File: src/rtl/johnson_pkg.sv
// Shared types, constants and the Johnson word decoder
// for the Johnson-bus receive checker.
package johnson_pkg;

    localparam int JOHNSON_WIDTH  = 8;
    localparam int JOHNSON_PHASES = 2 * JOHNSON_WIDTH;

    typedef enum logic [1:0] {
        UNLOCK,
        ACQUIRE,
        LOCKED
    } lock_state_t;

    // Returns {legal, phase}; an unmatched word returns all zeros.
    function automatic logic [4:0] johnson_decode_fn(
        input logic [0:JOHNSON_WIDTH-1] w
    );
        logic [0:JOHNSON_WIDTH-1] pat;
        logic [4:0]               res;
        res = '0;
        for (int k = 0; k < JOHNSON_PHASES; k++) begin
            for (int i = 0; i < JOHNSON_WIDTH; i++) begin
                if (k <= JOHNSON_WIDTH)
                    pat[i] = (i < k);
                else
                    pat[i] = (i >= k - JOHNSON_WIDTH);
            end
            if (w == pat)
                res = {1'b1, 4'(k)};
        end
        return res;
    endfunction

endpackage

File: src/rtl/johnson_rx_checker_decode.sv
// Combinational decode of one Johnson word
// into a legal flag and a phase index.
module johnson_decode
    import johnson_pkg::*;
(
    input  logic [0:JOHNSON_WIDTH-1] word,
    output logic                     legal,
    output logic [3:0]               phase
);

    always_comb begin
        {legal, phase} = johnson_decode_fn(word);
    end

endmodule

File: config.mk
export PLATFORM = sky130hd
export DESIGN_NAME = johnson_decode
export DESIGN_NICKNAME = d
export VERILOG_FILES = /design/src/rtl/johnson_pkg.sv /design/src/rtl/johnson_rx_checker_decode.sv
export SDC_FILE = /design/constraint.sdc
export NUM_CORES = 1
export LEC_CHECK = 0
export ABC_AREA = 1
export CORE_AREA = 2 2 39 41
export DETAILED_ROUTE_END_ITERATION = 10
export DIE_AREA = 0 0 41 43
export PLACE_DENSITY = 0.5
export REMOVE_ABC_BUFFERS = 1
export SYNTH_ARGS = -nofsm -noshare
export SYNTH_HDL_FRONTEND = slang
export SYNTH_SLANG_ARGS = --single-unit
File: constraint.sdc
create_clock -name vclk -period 0.8
set_input_delay 0.08 -clock vclk [all_inputs]
set_output_delay 0.08 -clock vclk [all_outputs]
set_load 0.01 [all_outputs]
# == Word level (Yosys, flattened, before mapping) ==
# Index checks and enable logic that the tools add are counted.
# word_totals
latch_bits,0
inputBits,8
ram_bits,0
mem_count,0
mem_bits_ro,0
out_inout_bits,5
regBits,0
wordCells,32
# op_classes
div,0
shifts,0
n_mul,0
muxes,16
magnitude_cmp,0
addsub,0
n_reduce_logical,1
eq_ne,15
n_bitwise,0
# ops
cell,count
two-way mux 5 bit,16
"== test 8 bit, second input constant",8
"== test 8 x 1 -> 1 bit, second input constant",1
"== test 8 x 2 -> 1 bit, second input constant",1
"== test 8 x 3 -> 1 bit, second input constant",1
"== test 8 x 4 -> 1 bit, second input constant",1
"== test 8 x 5 -> 1 bit, second input constant",1
"== test 8 x 6 -> 1 bit, second input constant",1
"== test 8 x 7 -> 1 bit, second input constant",1
zero test 8 bit,1

# == Longest topological paths before layout ==
# depth
ltp_word,17
ltp_mapped,8

# == Worst setup path before layout ==
# No wires, ideal clock.
# synth_path
path_type,in2out
from,input port word[2] (netlist bit)
to,output port phase[2]
path_stages,7
path_buffers,0
arrival_time_ns,0.678
path_slack_ns,0.042
t_required_ns,0.720
cell_sequence,nor2_1 nand2_2 inv_2 nand3_1 o211ai_2 inv_1 nand2_1
# synth_via
elab_chain_len,16
# synth_lines
element,line_no,text
"start, declared",johnson_rx_checker_decode.sv:6,"input logic [0:JOHNSON_WIDTH-1] word,"
== test 8 bit,johnson_pkg.sv:28,if (w == pat)
two-way mux 5 bit (14 in a row),johnson_pkg.sv:28,
two-way mux 5 bit (*),johnson_pkg.sv:28,
"end, declared",johnson_rx_checker_decode.sv:8,output logic [3:0] phase
# Every way passes the cells marked *; elsewhere a longest branch is shown, timed or not.

# == Final worst setup path ==
# layout_path
from,input port word[0] (netlist bit)
to,output port phase[3]
# Same word-level chain as after synthesis.

==> results.cfg <==
[final_layout]
syn2layout_area_growth_pct = 112.3
regArea_sq_um = 0
nNetsFinal = 99
nFlopsAndLatches = 0
num-clock-buffers = 0
antennaDiodeCount = 0
drive_gt1_share_pct = 64.04

[routing]
drcViolationCount = 0
vias = 488
postRouteAntennaNets = 0
avgRoutedWirePerCell_microns = 10.22
via_per_inst = 4.648
drt_iter0_markers = 8
dr.pass1.iters = 4
drt_wl_total_microns = 1073

[timing]
setup_viol = 5
rsz0062_at_grt = true
slew_headroom_pct = 85.42
finalHoldViolations = 0
setup-tns-final_ps = -761.7
fin_crit_sh_pct = 120.4
worst-slew-pin-transition_ps = 216.9
slew_viol_final = 0
period_needed_ps = 963.4
fin_hold_ws_ps = 567.9
clock.fmax_mhz = 1038
setup_ws_ps = -163.4

[grt]
grt.overflow.total = 0
antenna_found_initial = 0
grt_max_degree = 6
grt_pass1_wl_microns = 1773
grt.total_usage_pct = 13.59
grt_pass1_vias = 455

[logic_synthesis]
synthTopCellsByCount = inv_1 (15), nor2_1 (12), nand2_1 (10), nand3_1 (8), nand2_2 (4)
avgSynthCellArea_sq_um = 4.927
yosysMostFrequentCell = inv_1
synth_simple_gate_area_share_pct = 72.62
syn_area_sq_um = 315.3
synthMuxAreaShare_pct = 0
synth_fa_ha_area_share_pct = 0
yosys.cell_types.count = 15
synth_top_family_by_area = simple AND/OR/NAND/NOR gates
yosysSeqAreaShare_pct = 0
synth_top_area_cell = inv_1
synthXorXnorAreaFrac_pct = 0
synth.area.top_cells = inv_1 (18%), nor2_1 (14%), nand3_1 (13%), nand2_1 (12%), nand2_2 (7.9%)
ys.warnings.count = 0
netlist_instances = 64
synth_top_area_share_pct = 17.86
synth_compound_area_share_pct = 8.333

[worst_setup_path]
crit_type = input port to output pin
crit_required_ps = 720
arrival_ps = 880
worst_setup_path_start_kind = input port
end_kind = output pin
crit_fanout = 4

[run_status]
violations = setup timing
status = finished, violations left

[pwr]
ir_drop_mv = 0.1398
power_leakage_uw = 0.0003604
p_per_area_mw_per_mm2 = 397.6

[floorplanning]
fp.coreArea_sq_mm = 0.001384
ios = 13
initial_core_util_pct = 22.78
die_h_microns = 43
die_area_sq_mm = 0.001763
num_rows = 14
die_w_microns = 41

[clock_network]
cts-hold-fix-buffers = 0

[hold_path]
holdCritPathClass = input port to output pin

[placed_design]
port_buffers = 13
hpwl_microns = 845.5
gp_congestion = 0.8391

[job]
drv_cap = 0
==> critical path, stage by stage <==
cell and delay [ps]:
buf_12 110, nor2_4 120, nand2_2 80, inv_2 90
nand3_2 80, o211ai_2 90, nor2_2 60, inv_1 50
buf_2 110
==> final cells by class <==
cell class	instances	area (sq um)
Fill cell	153	714.4
Multi-Input combinational cell	48	349.1
Timing Repair Buffer	25	240.2
Inverter	16	60.06
Tap cell	16	20.02
==> timing repair <==
action                     CTS  global route
gates resized for setup     91            14
setup endpoints to repair    5             5
gates cloned                 0             0
pin swaps                   11            11
setup buffers                2             1
==> metrics by stage <==
stage	power, uW	setup WS [ps]	cells	utilization (%)	instance area [sq um]
5_1_grt	288.3	-252.8	105	48.37	669.4
4_1_cts	231.5	-180.9	104	44.21	611.8
3_3_place_gp	188.2	-1090	102	38.52	533.0
3_5_place_dp	187.1	-1101	102	38.52	533.0
2_1_floorplan	67.91	41.94	64	-	315.3
6_report	266.1	-163.4	105	48.37	669.4
==> cell families (layout without fill, tap and decap cells) <==
kind of cell | Yosys count | after routing
simple gates | 45 | 45
compound gates | 3 | 3
buf+inv | 16 | 41
==> cells in the final DEF (no fill, tap or decap) <==
master / count
nor3_2: 1
o21ai_2: 1
buf_8: 1
buf_4: 10
nand3_2: 3
o21ai_0: 1
buf_6: 8
nor2_4: 7
nand2_4: 2
nor3_1: 1
inv_2: 7
o211ai_2: 1
nand4_1: 3
nand2_8: 1
buf_2: 4
nor2_2: 3
nor2_1: 6
nand2_1: 6
inv_1: 9
nor4_2: 1
buf_12: 2
nand2_2: 5
nand3_1: 6
==> worst paths after layout <==
check,start,end,slack (ps),depth (start not counted)
worst max-delay path,word[0],phase[3],-160,9
worst min-delay path,word[4],phase[0],570,5
==> metal layers <==
layer	global-route usage, %	routed length [microns]	vias to the layer above
met5	0	0	-
met1	16.14	403	224
met4	0	0	0
li1	-	-	254
met3	0	33	0
met2	26.56	636	10
==> where the power goes <==
part	switching, uW	leakage, uW	internal [uW]
clock network	0	0	0
logic	130	0.000360	137
registers	0	0	0
total	130	0.000360	137
Power figures use the tool's default switching activity.
